`src/rtl/mem_port_arbiter.sv`:
```
// Data-memory port arbiter: speculative loads vs committed-store FIFO.
// Ports: clk/reset, flush, ld_* load req, st_* store push, mem_* port, rd_* result, idle.
module mem_port_arbiter #(
  parameter int FIFO_DEPTH   = 4,
  parameter int STARVE_LIMIT = 8,
  parameter int LOAD_WAIT    = 2
) (
  input  logic        clk,
  input  logic        reset,
  input  logic        flush,
  input  logic        ld_valid,
  input  logic [15:0] ld_location,
  output logic        ld_stall,
  input  logic        st_valid,
  input  logic [15:0] st_location,
  input  logic [15:0] st_data,
  output logic        st_stall,
  output logic        mem_en,
  output logic        mem_we,
  output logic [15:0] mem_location,
  output logic [15:0] mem_wdata,
  input  logic [15:0] mem_rdata,
  output logic [15:0] rd_data,
  output logic        rd_valid,
  output logic        idle
);

  localparam int PW = (FIFO_DEPTH > 1) ? $clog2(FIFO_DEPTH) : 1;
  localparam int CW = $clog2(FIFO_DEPTH) + 1;
  localparam int SL = $clog2(STARVE_LIMIT + 1);
  localparam int SW = (SL > 4) ? SL : 4;
  localparam logic [CW-1:0] FULL = CW'(FIFO_DEPTH);
  localparam logic [SW-1:0] LIMIT = SW'(STARVE_LIMIT);

  logic [15:0]          addr_q [FIFO_DEPTH];
  logic [15:0]          data_q [FIFO_DEPTH];
  logic [PW-1:0]        head;
  logic [PW-1:0]        tail;
  logic [CW-1:0]        count;
  logic [SW-1:0]        starve_cnt;
  logic [LOAD_WAIT-1:0] rd_pipe;

  logic fifo_hit;
  logic push_hit;
  logic hazard;
  logic has_data;
  logic force_store;
  logic grant_load;
  logic grant_store;
  logic push;

  // Compare the load address against every live entry.
  always_comb begin
    fifo_hit = 1'b0;
    for (int i = 0; i < FIFO_DEPTH; i++) begin
      if (CW'(i) < count &&
          addr_q[head + PW'(i)] == ld_location)
        fifo_hit = 1'b1;
    end
  end

  assign push_hit = st_valid &&
                    (st_location == ld_location);
  assign hazard   = ld_valid && (fifo_hit || push_hit);
  assign has_data = (count != '0);
  assign st_stall = (count == FULL);
  assign push     = st_valid && !st_stall;

  assign force_store = has_data &&
                       (hazard || starve_cnt >= LIMIT);
  assign grant_load  = ld_valid && !force_store &&
                       !hazard && !flush && !reset;
  assign grant_store = !grant_load && has_data && !reset;

  assign ld_stall = ld_valid && !grant_load &&
                    !flush && !reset;

  always_comb begin
    mem_en       = 1'b0;
    mem_we       = 1'b0;
    mem_location = '0;
    mem_wdata    = '0;
    if (grant_load) begin
      mem_en       = 1'b1;
      mem_location = ld_location;
    end else if (grant_store) begin
      mem_en       = 1'b1;
      mem_we       = 1'b1;
      mem_location = addr_q[head];
      mem_wdata    = data_q[head];
    end
  end

  always_ff @(posedge clk) begin
    if (reset) begin
      head  <= '0;
      tail  <= '0;
      count <= '0;
    end else begin
      if (push)
        tail <= tail + PW'(1);
      if (grant_store)
        head <= head + PW'(1);
      count <= count + CW'(push) - CW'(grant_store);
    end
  end

  always_ff @(posedge clk) begin
    if (push) begin
      addr_q[tail] <= st_location;
      data_q[tail] <= st_data;
    end
  end

  always_ff @(posedge clk) begin
    if (reset || grant_store || !has_data)
      starve_cnt <= '0;
    else if (grant_load && starve_cnt != '1)
      starve_cnt <= starve_cnt + SW'(1);
  end

  always_ff @(posedge clk) begin
    if (reset || flush) begin
      rd_pipe <= '0;
    end else begin
      rd_pipe[0] <= grant_load;
      for (int i = 1; i < LOAD_WAIT; i++)
        rd_pipe[i] <= rd_pipe[i-1];
    end
  end

  // A read landing in the flush cycle itself is also dropped.
  assign rd_valid = rd_pipe[LOAD_WAIT-1] &&
                    !flush && !reset;
  assign rd_data  = rd_valid ? mem_rdata : '0;
  assign idle     = !has_data && (rd_pipe == '0);

endmodule
```
`config.mk`:
```
export PLATFORM = sky130hd
export DESIGN_NAME = mem_port_arbiter
export DESIGN_NICKNAME = d
export VERILOG_FILES = /design/src/rtl/mem_port_arbiter.sv
export SDC_FILE = /design/constraint.sdc
export NUM_CORES = 1
export LEC_CHECK = 0
export CAP_MARGIN = 20
export CELL_PAD_IN_SITES_DETAIL_PLACEMENT = 1
export CELL_PAD_IN_SITES_GLOBAL_PLACEMENT = 1
export CORE_ASPECT_RATIO = 0.8
export CORE_MARGIN = 2
export CORE_UTILIZATION = 40
export DETAILED_ROUTE_END_ITERATION = 8
export PLACE_DENSITY_LB_ADDON = 0.1
export SYNTH_ARGS = -nofsm -noshare
export SYNTH_HDL_FRONTEND = slang
export SYNTH_SLANG_ARGS = --single-unit
```
`constraint.sdc`:
```
create_clock -name clk -period 3.26 [get_ports clk]
set_input_delay 0.652 -clock clk [delete_from_list [all_inputs] [get_ports clk]]
set_output_delay 0.652 -clock clk [all_outputs]
set_load 0.05 [all_outputs]
```
Yosys cells after proc, flatten, opt, wreduce, memory -nomap -nowiden
Memories as Yosys holds them, arrays and structs flattened. A register that Yosys moved wholly into a read port is not among the register bits.
Cells that the tools add are included.
{"block": "word_totals", "elab_cells": 79, "memories": 2, "regBits": 13, "ram_bits": 128, "out_inout_bits": 54}
{"name": "addr_q", "depth": 4, "width": 16, "rd": 4, "rd_ports_with_merged_regs": 1, "wr": 1, "line": "35", "source": "logic [15:0] addr_q [FIFO_DEPTH];"}
{"name": "data_q", "depth": 4, "width": 16, "rd": 1, "rd_ports_with_merged_regs": 1, "wr": 1, "line": "36", "source": "logic [15:0] data_q [FIFO_DEPTH];"}
{"block": "classes", "n_mux": 18, "magnitude_cmp": 5, "reduce_logical": 35, "n_eq_ne": 7, "n_addsub": 7}
{"cell": "$eq A16 B16 Y1", "n": 5}
{"cell": "$mux W16", "n": 5}
{"cell": "$logic_and A1 B1 Y1", "n": 21}
{"cell": "$mux W1", "n": 9}
{"cell": "$mux W2", "n": 4}
{"cell": "$logic_not A1 Y1", "n": 7}
{"cell": "$lt A1 B3 Y1 const A", "n": 2}
{"cell": "$lt A2 B3 Y1 const A", "n": 2}
{"cell": "$logic_or A1 B1 Y1", "n": 5}
{"cell": "$add A2 B1 Y2 const B", "n": 2}
{"cell": "$add A2 B2 Y2 const B", "n": 2}
{"cell": "$add A4 B1 Y4 const B", "n": 1}
{"cell": "$ge A4 B4 Y1 const B", "n": 1}
{"cell": "$ne A4 B4 Y1 const B", "n": 1}
{"cell": "$add A3 B1 Y3", "n": 1}
{"cell": "$eq A3 B3 Y1 const B", "n": 1}
{"cell": "$reduce_bool A3 Y1", "n": 1}
{"cell": "$sub A3 B1 Y3", "n": 1}
{"cell": "$logic_not A2 Y1", "n": 1}

Longest topological paths before layout
An unclocked memory read counts as a cell.
{"block": "depth", "word_depth": 21, "ltp_mapped": 18}

Least setup slack after synthesis
OpenSTA, ideal clock, no wires.
{"block": "synth_timing", "kind": "in2out", "from": "input port ld_location[1]", "to": "output port mem_location[5]", "path_buffers": 2, "arrival_ns": 3.460, "required_time_ns": 2.608, "path_stages": 9, "setup_slack_ns": -0.852, "path_cell_list": "clkbuf_1 > xor2_1 > nand2_1 > or4_1 > a2111o_1 > nand4_2 > inv_2 > buf_2 > o21ai_0"}
{"block": "synth_between", "elab_chain_len": 20}
{"item": "from (decl)", "line": "12", "source": "input logic [15:0] ld_location,"}
{"item": "$eq A16 B16 Y1", "line": "57", "source": "addr_q[head + PW'(i)] == ld_location)"}
{"item": "$logic_and A1 B1 Y1", "line": "56", "source": "if (CW'(i) < count &&"}
{"item": "$mux W1 (4 in series)", "line": "56"}
{"item": "$logic_or A1 B1 Y1 *", "line": "64", "source": "assign hazard = ld_valid && (fifo_hit || push_hit);"}
{"item": "$logic_and A1 B1 Y1 *", "line": "64"}
{"item": "$logic_or A1 B1 Y1", "line": "70", "source": "(hazard || starve_cnt >= LIMIT);"}
{"item": "$logic_and A1 B1 Y1", "line": "69", "source": "assign force_store = has_data &&"}
{"item": "$logic_not A1 Y1", "line": "71", "source": "assign grant_load = ld_valid && !force_store &&"}
{"item": "$logic_and A1 B1 Y1", "line": "71"}
{"item": "$logic_and A1 B1 Y1 *", "line": "71"}
{"item": "$logic_and A1 B1 Y1 * (2 in series)", "line": "72", "source": "!hazard && !flush && !reset;"}
{"item": "$logic_not A1 Y1", "line": "73", "source": "assign grant_store = !grant_load && has_data && !reset;"}
{"item": "$logic_and A1 B1 Y1 (2 in series)", "line": "73"}
{"item": "$mux W16", "line": "86", "source": "end else if (grant_store) begin"}
{"item": "$mux W16 *", "line": "83", "source": "if (grant_load) begin"}
{"item": "to (decl)", "line": "20", "source": "output logic [15:0] mem_location,"}
Mark *: on every way between the ends. The rest lies on a longest branch, timed or not.

Final worst setup path
{"block": "layout_timing", "from": "register head[0]", "to": "output port mem_location[13]"}
{"block": "layout_between", "elab_chain_len": 21}
{"item": "from (decl)", "line": "37", "source": "logic [PW-1:0] head;"}
{"item": "from (signal assigned)", "line": "103", "source": "head <= head + PW'(1);"}
{"item": "$add A2 B1 Y2", "line": "57"}
{"item": "$mem_v2 Z4 W16 *"}
{"item": "$eq A16 B16 Y1", "line": "57"}
{"item": "$logic_and A1 B1 Y1", "line": "56"}
{"item": "$mux W1 (2 in series)", "line": "56"}
{"item": "$mux W1 *", "line": "56"}
{"item": "$logic_or A1 B1 Y1 *", "line": "64"}
{"item": "$logic_and A1 B1 Y1 *", "line": "64"}
{"item": "[2 not listed]"}
{"item": "$logic_not A1 Y1", "line": "71"}
{"item": "$logic_and A1 B1 Y1", "line": "71"}
{"item": "$logic_and A1 B1 Y1 *", "line": "71"}
{"item": "$logic_and A1 B1 Y1 * (2 in series)", "line": "72"}
{"item": "$logic_not A1 Y1", "line": "73"}
{"item": "$logic_and A1 B1 Y1 (2 in series)", "line": "73"}
{"item": "$mux W16", "line": "86"}
{"item": "$mux W16 *", "line": "83"}
Marked as above.

==> reports/qor.txt <==
Count of final setup violators: 38
First-pass GRT wire length: 39,320 um
Worst r2r src: head[0]
Critical Path Max Stage Delay: 0.44 ns
Clock Tree Buf Depth: 2
Data arrival, critical path: 3.40 ns
Synth warn: 0
Total detailed-routing wirelength: 25,640 um
Clock Power Share: 21.8%
Clk slew on worst S/H paths: 0.07 ns
Ys async rst share: 0%
Maxcap violations: 0
Synth top area cells: edfxtp_1 (48%), mux4_2 (16%), xor2_1 (4.8%)
Number of DRC markers in iteration 0: 456
Placed Cells: 1,050
Largest net degree at the start of global routing: 26
RR Endpoint: count[1]
Critical path's slowest cell: dfxtp_4
CTS tree: yes
Full die area: 21,050 sq um
Starting Density: 40.43%
DP HPWL: 18,060 um
CP delay by family, top: simple AND/OR/NAND/NOR gates
Nets: 894
Die Wd: 161.7 um
Cell with the most instances on the worst path: buf_12
Number of diodes: 0
Worst setup EP type: primary output
Seq cells post-synth: 143
Sequential element share of the synthesized area: 52.07%
Main synth FF type: edfxtp_1
Synth unique cells: 45
GPL Wtd Cong: 0.8760
Setup slack, reg-to-reg: -0.45 ns
Unrepaired setup endpoints after global routing: yes
Die Y: 130.2 um
Minimum clock period after layout: 4.049 ns
Worst min path class: reg -> reg
DR pass1 iterations: 4
Layout cell share with drive strength beyond 1: 41.48%
Tcrit/Tclk final: 124.2%
Worst hold path endpoint: rd_pipe[1]
Leakage power total: 4.338 nW
WL/cell: 23.50 um
Startpoint types: flop
Area Overhead vs Synth: 47.60%
Row cnt: 46
Crit path max fanout: 7
Crit path cell chain: buf_6 -> buf_12 -> mux2i_2 -> xor2_1 -> nand2_1 -> or4_1 -> a2111o_1 -> nand4_4 -> inv_4 -> and2_4 -> a41o_1 -> buf_12
Vias per cell: 5.520
Root Buffer: clkbuf_16
CP Buf/Inv Count: 4
Setup CP Type: reg -> out
Vias in the first global route: 6,579
Syn Nets: 657
Worst Hold Path Cells: 1
Via count: 6,022
Core area: 19,680 sq um
Clock Latency Late Sink: 0.44 ns
Post-synth EDFFs: 128
Peak Freq: 247.0 MHz
Layout Cells excl Fill: 1,091
Failing checks: negative setup slack
Worst slew margin: 62.72%
Pins Over Slew Limit: 0
VDD IR max: 0.0005171 V
Syn Area/Cell: 13.79 sq um
Finished Cell Area: 11,750 sq um
Worst hold path startpoint: rd_pipe[0]
GRT Total Usage: 25.21%
Synth area leader: edfxtp_1
P_sw: 3.331 mW
Outcome: complete, but fails checks
H-tree depth: 4
Power Dens Cells: 745.5 nW/um^2
Setup WS post-layout: -0.7888 ns
Mapped Cells: 577
Top Ports: 123
Pint: 5.426 mW
Post-DRT Antenna Nets: 0
Least-Margin Pin Slew: 0.5549 ns
Reg2Reg Depth: 16
Dpl cell area: 10,840 sq um
Num CTS Buffers: 17
Filler cell count: 1,924
Total grt overflow: 0
Combinational share of power: 50.5%
Sw frac: 38.04%
Initial antenna violation count: 0
Crit path launch: head[0]
Top cell type's share of synthesized area: 48.29%
IO buf count: 122
Mapped cell area: 7959 sq um
Worst slack, placed: -0.9174 ns
Fin. Hold Viols: 0
Hold slack final: 0.4705 ns
Final setup skew: 0.01563 ns
WP data required: 2.61 ns
Clock sinks: 143
Sequential share of power: 27.7%
DRC violations left: 0
## state kept, by name (all words and copies together), names as in the netlist, named ones only
register,count
rd_pipe,2
count,3
data_q,64
head,2
starve_cnt,4
tail,2
addr_q,64
## cell type report
class | instances | area [sq um] | area share [%]
Clock buffer | 18 | 429.2 | 3.653
Tap cell | 264 | 330.3 | 2.812
Multi-Input combinational cell | 373 | 3814 | 32.46
Clock inverter | 14 | 145.1 | 1.235
Inverter | 16 | 66.31 | 0.5645
Timing Repair Buffer | 263 | 2810 | 23.92
Sequential cell | 143 | 4153 | 35.35
## power by group through the flow
stage / sequential, mW / clock [mW] / combinational, mW
2_1_floorplan: 2.36 / 0 / 2.57
3_3_place_gp: 2.46 / 0 / 4.01
3_5_place_dp: 2.48 / 0 / 4.07
4_1_cts: 2.43 / 1.94 / 4.33
5_1_grt: 2.45 / 2.01 / 4.67
6_report: 2.43 / 1.91 / 4.43
## cell usage after synthesis (2+ instances only)
cell type	number
ha_1	10
a2bb2oi_1	2
buf_6	2
nor4b_1	2
o2bb2ai_1	2
and2_1	7
mux2i_1	37
edfxtp_1	128
a31oi_1	2
nand4_1	9
clkbuf_1	24
xnor2_1	40
nor3_1	9
inv_1	13
nor2_1	15
nand2_1	36
buf_1	3
dfxtp_1	15
and3_1	33
mux2_2	3
o2111ai_1	3
nand3_1	19
a21oi_1	7
buf_4	4
mux4_2	55
nor2b_1	3
or3_1	2
nand2b_1	3
a211oi_1	3
xor2_1	44
nor4_1	9
o21ai_0	8
clkinv_1	2
buf_2	12
## timing repair
action                                  4_1_cts  5_1_grt
endpoints found under the hold margin         0        0
resized for setup                            38       25
pin swaps                                     8        9
endpoints found under the setup margin       42       40
hold buffers                                  0        0
buffers inserted                              8        1
## worst register-to-register path, delay by kind of cell, from the launching register on
| kind | cells | cell delay, ns |
|---|---|---|
| buf+inv | 5 | 0.55 |
| compound gates | 1 | 0.42 |
| fa+ha+maj | 3 | 0.79 |
| xor+xnor | 1 | 0.31 |
| flops | 1 | 0.44 |
| mux | 1 | 0.22 |
| simple gates | 5 | 0.91 |
## per-layer routing
| metal | up-vias | part of all wire (%) | GRT usage (%) |
|---|---|---|---|
| met5 | - | 0 | 0 |
| met4 | 0 | 1.3 | 5.674 |
| met3 | 31 | 6.1 | 4.768 |
| met2 | 202 | 49 | 42.08 |
| met1 | 3100 | 44 | 34.70 |
| li1 | 2689 | - | - |
## cell usage in the layout (no fill, tap or decap), types with 7 or more instances in the layout
cell / instances
buf_6: 20
xor2_1: 44
buf_12: 43
nand3_1: 17
nor3_1: 9
nand4_1: 9
nor4_1: 7
nand2_4: 8
clkdlybuf4s50_1: 69
clkbuf_16: 17
buf_4: 124
mux2i_1: 33
nand2_2: 8
nand2_1: 20
mux4_2: 55
ha_1: 9
and3_2: 12
edfxtp_1: 128
inv_1: 12
xnor2_1: 36
and3_1: 17
nor2_1: 13
dfxtp_1: 12
## worst max-delay path by stage
stage / endpoint / slack [ns] / cells after the start
after global placement: mem_location[13] / -0.86 / 11
after detailed placement: mem_location[13] / -0.92 / 11
after CTS: mem_location[13] / -0.79 / 12
final: mem_location[13] / -0.79 / 12
after floorplan: count[1] / -0.05 / 15
after global routing: mem_location[13] / -0.87 / 13
## through the flow
| step | total power [mW] | util, % | setup TNS (ns) |
|---|---|---|---|
| global placement | 6.471 | 55.05 | -30.79 |
| finish | 8.758 | 59.68 | -26.77 |
| floorplan | 4.923 | - | -0.04737 |
| detailed placement | 6.552 | 55.05 | -33.87 |
| CTS | 8.687 | 59.05 | -26.45 |
| global route | 9.132 | 59.68 | -30.08 |
## logic make-up after synthesis
family	after synthesis	synth area share [%]
buffers and inverters	61	3.443
adder cells (fa/ha/maj)	11	1.824
AND/OR/NAND/NOR	150	9.920
flip-flops	143	52.07
AO/OA/AOI/OAI	33	2.861
multiplexers	95	20.64
XOR/XNOR	84	9.244
No activity file was read; power rests on OpenSTA's default activity.
